===== config.mk =====
export PLATFORM = sky130hd
export DESIGN_NAME = ex_mdu
export DESIGN_NICKNAME = d
export VERILOG_FILES = /design/src/rtl/ex_mdu_pkg.sv /design/src/rtl/ex_mdu_div_radix2.sv /design/src/rtl/ex_mdu.sv
export SDC_FILE = /design/constraint.sdc
export NUM_CORES = 2
export LEC_CHECK = 0
export ABC_AREA = 1
export CAP_MARGIN = 20
export CORE_AREA = 2 2 331 333
export CTS_BUF_LIST = sky130_fd_sc_hd__clkbuf_8
export DETAILED_ROUTE_END_ITERATION = 10
export DIE_AREA = 0 0 333 335
export PLACE_DENSITY = 0.68
export SYNTH_ARGS = -nofsm -noshare
export SYNTH_HDL_FRONTEND = slang
export SYNTH_SLANG_ARGS = --single-unit

===== constraint.sdc =====
create_clock -name clk -period 12.4 [get_ports clk]
set_clock_uncertainty 0.1 [all_clocks]
set_input_delay 1.24 -clock clk [delete_from_list [all_inputs] [get_ports clk]]
set_output_delay 1.24 -clock clk [all_outputs]
set_load 0.05 [all_outputs]

===== src/rtl/ex_mdu_pkg.sv =====
// Shared types for the EX-stage multiply/divide unit: op encodings and FSM states.
// Imported by ex_mdu and by anything that drives its mdu_op port.
package ex_mdu_pkg;

  typedef enum logic [2:0] {
    MDU_MULT  = 3'd0,
    MDU_MULTU = 3'd1,
    MDU_DIV   = 3'd2,
    MDU_DIVU  = 3'd3,
    MDU_MTHI  = 3'd4,
    MDU_MTLO  = 3'd5,
    MDU_MFHI  = 3'd6,
    MDU_MFLO  = 3'd7
  } mdu_op_e;

  typedef enum logic [1:0] {
    ST_IDLE = 2'd0,
    ST_MUL  = 2'd1,
    ST_DIV  = 2'd2,
    ST_DONE = 2'd3
  } mdu_state_e;

endpackage


===== src/rtl/ex_mdu_div_radix2.sv =====
// Iterative radix-2 restoring divider for ex_mdu; one quotient bit per cycle, sign fix-up on exit.
// Only built when MDU_DIV_EN is defined.
`ifdef MDU_DIV_EN
module ex_mdu_div_radix2 #(
  parameter int W = 32
) (
  input  logic         clk,
  input  logic         rst,
  input  logic         start,
  input  logic         abort,
  input  logic         is_signed,
  input  logic [W-1:0] dividend,
  input  logic [W-1:0] divisor,
  output logic         done,
  output logic [W-1:0] quotient,
  output logic [W-1:0] remainder
);

  localparam int CW = $clog2(W);

  logic          running;
  logic [CW-1:0] cnt;
  logic [W-1:0]  rem;
  logic [W-1:0]  quo;
  logic [W-1:0]  dvs;
  logic [W-1:0]  dvd_raw;
  logic          neg_q;
  logic          neg_r;
  logic          by_zero;

  logic [W:0]    partial;
  logic [W:0]    diff;
  logic          q_bit;
  logic [W-1:0]  rem_n;
  logic [W-1:0]  quo_n;

  function automatic logic [W-1:0] mag(input logic [W-1:0] x, input logic sgn);
    return (sgn && x[W-1]) ? -x : x;
  endfunction

  // Shift the next dividend bit into the remainder and keep the difference if it did not borrow.
  always_comb begin
    partial = {rem, quo[W-1]};
    diff    = partial - {1'b0, dvs};
    q_bit   = ~diff[W];
    rem_n   = q_bit ? diff[W-1:0] : partial[W-1:0];
    quo_n   = {quo[W-2:0], q_bit};
  end

  assign done      = running && (cnt == CW'(W - 1));
  assign quotient  = by_zero ? '1      : (neg_q ? -quo_n : quo_n);
  assign remainder = by_zero ? dvd_raw : (neg_r ? -rem_n : rem_n);

  always_ff @(posedge clk or negedge rst) begin
    if (!rst) begin
      running <= 1'b0;
      cnt     <= '0;
      rem     <= '0;
      quo     <= '0;
      dvs     <= '0;
      dvd_raw <= '0;
      neg_q   <= 1'b0;
      neg_r   <= 1'b0;
      by_zero <= 1'b0;
    end else if (abort) begin
      running <= 1'b0;
    end else if (start) begin
      running <= 1'b1;
      cnt     <= '0;
      rem     <= '0;
      quo     <= mag(dividend, is_signed);
      dvs     <= mag(divisor, is_signed);
      dvd_raw <= dividend;
      neg_q   <= is_signed && (dividend[W-1] ^ divisor[W-1]);
      neg_r   <= is_signed && dividend[W-1];
      by_zero <= (divisor == '0);
    end else if (running) begin
      rem <= rem_n;
      quo <= quo_n;
      cnt <= cnt + CW'(1);
      if (done) running <= 1'b0;
    end
  end

endmodule
`endif


===== src/rtl/ex_mdu.sv =====
// ex_mdu: multi-cycle multiply/divide unit with architectural HI/LO beside the EX-stage ALU.
// Define MDU_DIV_EN to build the divider; without it DIV/DIVU retire as no-ops.
module ex_mdu
  import ex_mdu_pkg::*;
#(
  parameter int DATA_W  = 32,
  parameter int MUL_LAT = 2
) (
  input  logic              clk,
  input  logic              rst,
  input  logic              flush,
  input  logic              op_valid,
  input  mdu_op_e           mdu_op,
  input  logic [DATA_W-1:0] src1,
  input  logic [DATA_W-1:0] src2,
  output logic              stallreq,
  output logic [DATA_W-1:0] rdata,
  output logic [DATA_W-1:0] hi,
  output logic [DATA_W-1:0] lo,
  output logic              busy,
  output mdu_state_e        dbg_state
);

  // Handshake: op_valid is the EX instruction's valid; stallreq is the inverse of ready.
  // An op is consumed on an edge where op_valid=1 and stallreq=0; flush kills it instead.

  localparam int CNT_W = (MUL_LAT > 1) ? $clog2(MUL_LAT) : 1;

  mdu_state_e            state;
  mdu_state_e            state_n;
  logic [CNT_W-1:0]      mul_cnt;
  logic [DATA_W-1:0]     mul_a;
  logic [DATA_W-1:0]     mul_b;
  logic                  mul_signed;
  logic [2*DATA_W-1:0]   mul_ext_a;
  logic [2*DATA_W-1:0]   mul_ext_b;
  logic [2*DATA_W-1:0]   product;

  logic accept;
  logic launch_mul;
  logic mul_last;
  logic wr_hi;
  logic wr_lo;

  assign accept     = (state == ST_IDLE) && op_valid && !flush;
  assign launch_mul = accept && ((mdu_op == MDU_MULT) || (mdu_op == MDU_MULTU));
  assign wr_hi      = accept && (mdu_op == MDU_MTHI);
  assign wr_lo      = accept && (mdu_op == MDU_MTLO);
  assign mul_last   = (mul_cnt == CNT_W'(MUL_LAT - 1));

  // Extending to 2*DATA_W lets one unsigned multiply serve both signednesses modulo 2^(2*DATA_W).
  assign mul_ext_a = mul_signed ? {{DATA_W{mul_a[DATA_W-1]}}, mul_a} : {{DATA_W{1'b0}}, mul_a};
  assign mul_ext_b = mul_signed ? {{DATA_W{mul_b[DATA_W-1]}}, mul_b} : {{DATA_W{1'b0}}, mul_b};
  assign product   = mul_ext_a * mul_ext_b;

`ifdef MDU_DIV_EN
  logic              launch_div;
  logic              div_abort;
  logic              div_done;
  logic [DATA_W-1:0] div_q;
  logic [DATA_W-1:0] div_r;

  assign launch_div = accept && ((mdu_op == MDU_DIV) || (mdu_op == MDU_DIVU));
  assign div_abort  = (state == ST_DIV) && flush;

  ex_mdu_div_radix2 #(
    .W(DATA_W)
  ) u_div (
    .clk       (clk),
    .rst       (rst),
    .start     (launch_div),
    .abort     (div_abort),
    .is_signed (mdu_op == MDU_DIV),
    .dividend  (src1),
    .divisor   (src2),
    .done      (div_done),
    .quotient  (div_q),
    .remainder (div_r)
  );
`endif

  always_comb begin
    state_n  = state;
    stallreq = 1'b0;
    case (state)
      ST_IDLE: begin
        if (launch_mul) begin
          state_n  = ST_MUL;
          stallreq = 1'b1;
        end
`ifdef MDU_DIV_EN
        else if (launch_div) begin
          state_n  = ST_DIV;
          stallreq = 1'b1;
        end
`endif
      end
      ST_MUL: begin
        if (flush) begin
          state_n = ST_IDLE;
        end else begin
          stallreq = 1'b1;
          if (mul_last) state_n = ST_DONE;
        end
      end
`ifdef MDU_DIV_EN
      ST_DIV: begin
        if (flush) begin
          state_n = ST_IDLE;
        end else begin
          stallreq = 1'b1;
          if (div_done) state_n = ST_DONE;
        end
      end
`endif
      ST_DONE: state_n = ST_IDLE;
      default: state_n = ST_IDLE;
    endcase
  end

  always_comb begin
    case (mdu_op)
      MDU_MFHI: rdata = hi;
      MDU_MFLO: rdata = lo;
      default:  rdata = '0;
    endcase
  end

  assign busy      = (state != ST_IDLE);
  assign dbg_state = state;

  always_ff @(posedge clk or negedge rst) begin
    if (!rst) begin
      state      <= ST_IDLE;
      mul_cnt    <= '0;
      mul_a      <= '0;
      mul_b      <= '0;
      mul_signed <= 1'b0;
    end else begin
      state <= state_n;
      if (state == ST_MUL && !flush) mul_cnt <= mul_cnt + CNT_W'(1);
      else                           mul_cnt <= '0;
      if (launch_mul) begin
        mul_a      <= src1;
        mul_b      <= src2;
        mul_signed <= (mdu_op == MDU_MULT);
      end
    end
  end

  // HI/LO take results only on the edge entering DONE; a flush leaves them untouched.
  always_ff @(posedge clk or negedge rst) begin
    if (!rst) begin
      hi <= '0;
      lo <= '0;
    end else if (state == ST_MUL && !flush && mul_last) begin
      hi <= product[2*DATA_W-1:DATA_W];
      lo <= product[DATA_W-1:0];
    end
`ifdef MDU_DIV_EN
    else if (state == ST_DIV && !flush && div_done) begin
      hi <= div_r;
      lo <= div_q;
    end
`endif
    else begin
      if (wr_hi) hi <= src1;
      if (wr_lo) lo <= src1;
    end
  end

endmodule


## After elaboration in Yosys (flattened, before gate mapping)

Index checks and enable logic that the tools add are counted.

| word-level totals | value |
|---|---|
| bits in registers | 132 |
| bits of input ports | 71 |
| output and inout port bits | 100 |
| logic and storage cells | 47 |

| operators by class | value |
|---|---|
| add/subtract/negate cells | 1 |
| multipliers | 1 |
| equal/unequal tests | 8 |
| mux-type cells | 15 |
| reductions and logical operators | 15 |

Operators with widths:

| operator | count |
|---|---|
| $mux 32 | 4 |
| $mux 64 | 2 |
| $mul 64x64->64 | 1 |
| $pmux 32 s2 | 1 |
| $eq 3x3->1 const B | 4 |
| $logic_and 1x1->1 | 7 |
| $mux 2 | 3 |
| $reduce_bool 2->1 | 3 |
| $pmux 2 s2 | 1 |
| $eq 3x1->1 const B | 1 |
| $logic_not 3->1 | 1 |
| $mux 1 | 3 |
| $ne 3x3->1 const B | 1 |
| $eq 2x1->1 const B | 1 |
| $logic_not 2->1 | 1 |
| $ne 2x2->1 const B | 1 |
| $pmux 1 s2 | 1 |
| $reduce_and 2->1 | 1 |
| $add 1x1->1 const B | 1 |
| $logic_not 1->1 | 1 |
| $logic_or 1x1->1 | 1 |

## Logic depth before layout (Yosys ltp)

| depth | value |
|---|---|
| depth after elaboration | 6 |
| depth in mapped cells | 41 |
| gate-level depth less buffers | 40 |

## Least setup slack after synthesis

Ideal clock, no wire load.

| path | value |
|---|---|
| path kind | register to register |
| start point | reg mul_a[31] |
| end point | reg hi[31] |
| library setup time | 117 ps |
| arrival | 8579 ps |
| data required time | 12183 ps |
| slack | 3604 ps |
| stages on the path, launching flop included | 33 |
| path buffers | 2 |
| period minus slack after synthesis | 8796 ps |
| cells stage by stage | dfrtp_1 > clkbuf_1 > nand2_1 > inv_2 > clkbuf_1 > nand2_1 > fa_1 > inv_1 > fa_1 > fa_1 > inv_1 > fa_1 > inv_1 > fa_1 > fa_1 > inv_1 > fa_1 > fa_1 > fa_1 > fa_1 > inv_1 > ha_1 > inv_1 > nor3_1 > nand2_1 > nor2_1 > inv_1 > nor3_1 > nand2_1 > nand2_1 > nand3_1 > nand3_1 > nand2_1 |

| on the way | value |
|---|---|
| word-level cells in the longest chain between the ends | 3 |

Ends and longest elaborated chain:

| item | line | source |
|---|---|---|
| start: declaration | ex_mdu.sv:32 | `logic [DATA_W-1:0] mul_a;` |
| start signal: assignment | ex_mdu.sv:144 | `mul_a <= src1;` |
| $mux 64 | ex_mdu.sv:52 | `assign mul_ext_a = mul_signed ? {{DATA_W{mul_a[DATA_W-1]}}, mul_a} : {{DATA_W{1'b0}}, mul_a};` |
| $mul 64x64->64 | ex_mdu.sv:54 | `assign product = mul_ext_a * mul_ext_b;` |
| $mux 32 | ex_mdu.sv:156 | `end else if (state == ST_MUL && !flush && mul_last) begin` |
| end signal: assignment | ex_mdu.sv:157 | `hi <= product[2*DATA_W-1:DATA_W];` |
| end signal: assignment | ex_mdu.sv:167 | `if (wr_hi) hi <= src1;` |
| end: declaration | ex_mdu.sv:18 | `output logic [DATA_W-1:0] hi,` |

Every way passes these cells.
A chain may end at the register's enable or synchronous reset.

## Worst setup path in the final report

| path | value |
|---|---|
| start point | reg mul_signed |
| end point | reg hi[31] |

| on the way | value |
|---|---|
| word-level cells in the longest chain between the ends | 3 |
| elaborated cells between the ends (all ways) | 4 |
| classes of those cells | mul: 1; mux: 3 |

Ends and longest elaborated chain:

| item | line | source |
|---|---|---|
| start: declaration | ex_mdu.sv:34 | `logic mul_signed;` |
| start signal: assignment | ex_mdu.sv:146 | `mul_signed <= (mdu_op == MDU_MULT);` |
| $mux 64 (on tied branches) | ex_mdu.sv:52, ex_mdu.sv:53 |  |
| $mul 64x64->64 * | ex_mdu.sv:54 |  |
| $mux 32 * | ex_mdu.sv:156 |  |

Mark *: on every way between the ends. The rest lies on a longest branch, timed or not.

==> impl_metrics.yaml <==
outcome:
  status: "finished, final reports clean"
synth:
  synth_edf_count: 0
  seq_area_frac_synth: 0.05918
  yosys-top-cells-count: "inv_1, nand2_1, fa_1"
  synth.distinct_cells: 47
  yosysWarningCount: 0
  yosys-top-cells-area: "fa_1, inv_1, nand2_1, ha_1, dfrtp_1"
  synth_ff_type: "dfrtp_1"
  yosysMostFrequentCell: "inv_1"
  synth_top_cell_by_area: "fa_1"
  ys_ff_latch: 132
  synth_cells: 6812
  async_reset_ff_frac: 1.000
  netlist_area_um2: 55820
  yosysTopAreaCellShare: 0.5089
  syn_avg_cell_area_um2: 8.194
  syn_nets: 8610
clock_network:
  htreeDepth: 4
  post-cts-setup-buffers: 0
  cts-root-buf: "clkbuf_8"
  cts_buffer_depth: 2
  clock-sinks: 132
  cts-resized-gates: 0
  cts_buffers: 17
  cts_tree: "done"
  ctsHoldBuffers: 0
  clkTransAtPathRegs_ps: 90
  clk_latency_ps: 600
grt:
  grt-ovfl-total: 0
  grt_pass1_wl_mm: 283.1
  grt_pass1_vias: 46048
  antenna_found_initial: 4
  track_usage: 0.3428
  grt_max_degree: 63
setup_path:
  crit_required_ps: 12770
  cp_max_fo: 27
  cp_slowest_cell: "fa_1"
  startpoint_type: "flip-flop"
  path_class: "reg2reg"
  path_common_cell: "fa_1"
  cp.arrival_ps: 10730
  crit_path_end_kind: "flip-flop"
  max_stage_delay_ps: 860
  r2r_slack_ps: 2040
routing:
  drt-wirelength-per-cell_um: 22.23
  detail_route.iter0.violations: 3391
  drc: 0
  via_count: 43360
  postRouteAntennaNets: 0
  firstDrtPassIters: 7
  drt_wl_total_mm: 182.6
  viasPerCell: 5.278
cells_and_area:
  nets: 8585
  area_delta_synth_final_pct: 6.075
  fill_cells: 10066
  layout-drive-gt1-share: 0.03500
timing:
  relSlewSlack: 0.2072
  fin_crit_ps: 10360
  worst_slew_pin_slew_ps: 1189
  finalSetupTns_ps: 0
  hold_violations: 0
  rsz0062_at_grt: "false"
  finalSetupViolations: 0
  fmaxAchievable_mhz: 96.53
  fin_crit_sh: 0.8354
  finalMaxSlewViolations: 0
hold_path:
  hold_path.class: "reg2reg"
die:
  row_count: 121
  die_area_um2: 111600
  die_w_um: 333
  core_um2: 108100
  die_y_um: 335
  boundaryPins: 171
  start_util: 0.5164
placed_design:
  port_buffers: 170
  gp_congestion: 0.9954
  dp_hpwl_mm: 153.2
run:
  cap_violations: 0
[state kept, by name, indices dropped and copies added (netlist names)]
signal	cells
mul_signed	1
mul_cnt	1
dbg_state	2
mul_a	32
hi	32
mul_b	32
lo	32
[metrics by stage]
step	setup slack, ps	hold WS [ps]	utilization	cells	area [um^2]
6_report	2041	352.9	0.5477	8215	59210
5_1_grt	1726	394.0	0.5477	8214	59210
4_1_cts	2239	355.0	0.5477	8214	59210
3_5_place_dp	2277	342.7	0.5439	8182	58790
3_3_place_gp	2445	337.5	0.5439	8182	58790
2_1_floorplan	3604	303.0	-	6812	55820
[cell usage in the layout (no fill, tap or decap), types with 15 or more instances in the layout]
master              n
nand3_1           102
o211ai_1           31
mux2_2             46
ha_1              308
clkdlybuf4s50_1   169
xnor2_1            17
o22ai_1            55
xor2_1             15
nor2_1            239
clkbuf_8           17
inv_2              23
nand2_1          1441
buf_4              81
inv_1            2329
o21bai_1           30
fa_1             1419
a21oi_1           136
o21ai_0            75
dfrtp_1           126
[worst max-delay path, delay by kind of cell, from the launching register on]
| kind | cells | cell delay (ps) |
|---|---|---|
| buffers and inverters | 9 | 1470 |
| and+or+nand+nor | 12 | 1960 |
| adders and majority gates | 11 | 6220 |
| DFF | 1 | 460 |
[kinds of logic after synthesis]
| logic type | share of synthesized area |
|---|---|
| xor+xnor | 0.005021 |
| flops | 0.05918 |
| mux | 0.009280 |
| buf+inv | 0.1783 |
| compound gates | 0.03911 |
| simple gates | 0.1311 |
| fa+ha+maj | 0.5780 |
[area by class of cell]
cell class | instances | area, um^2 | area share
multi-input cells | 4032 | 42570 | 0.7190
inverters | 2353 | 8832 | 0.1492
well taps | 1414 | 1769 | 0.02988
clock buffers | 17 | 234.0 | 0.003952
diodes | 1 | 2.502 | 0.00004226
flip-flops and latches | 132 | 3311 | 0.05591
repair buffers | 251 | 2311 | 0.03903
clock inverters | 15 | 180.2 | 0.003043
[routing by layer]
layer / vias up / global-route usage / wire [um] / part of all wire
met2: 1943 / 0.5319 / 83160 / 0.46
li1: 18801 / - / - / -
met3: 293 / 0.06974 / 16990 / 0.093
met1: 22315 / 0.4865 / 75930 / 0.42
met5: - / 0 / 50 / 0.00027
met4: 8 / 0.1072 / 6506 / 0.036
[final timing paths]
| path | startpoint | to | cells after the start |
|---|---|---|---|
| setup / recovery | mul_signed | hi[31] | 32 |
| hold / removal | mul_cnt | mul_cnt | 1 |
| setup reg to reg | mul_signed | hi[31] | 32 |
| hold reg to reg | mul_cnt | mul_cnt | 1 |
| max in group asynchronous | rst | mul_b[4] | 2 |
| min in group asynchronous | rst | mul_a[18] | 1 |
Power is left out: the tool's default activity adds up to more than one toggle a clock period on the data nets, which glitch-free logic cannot reach.
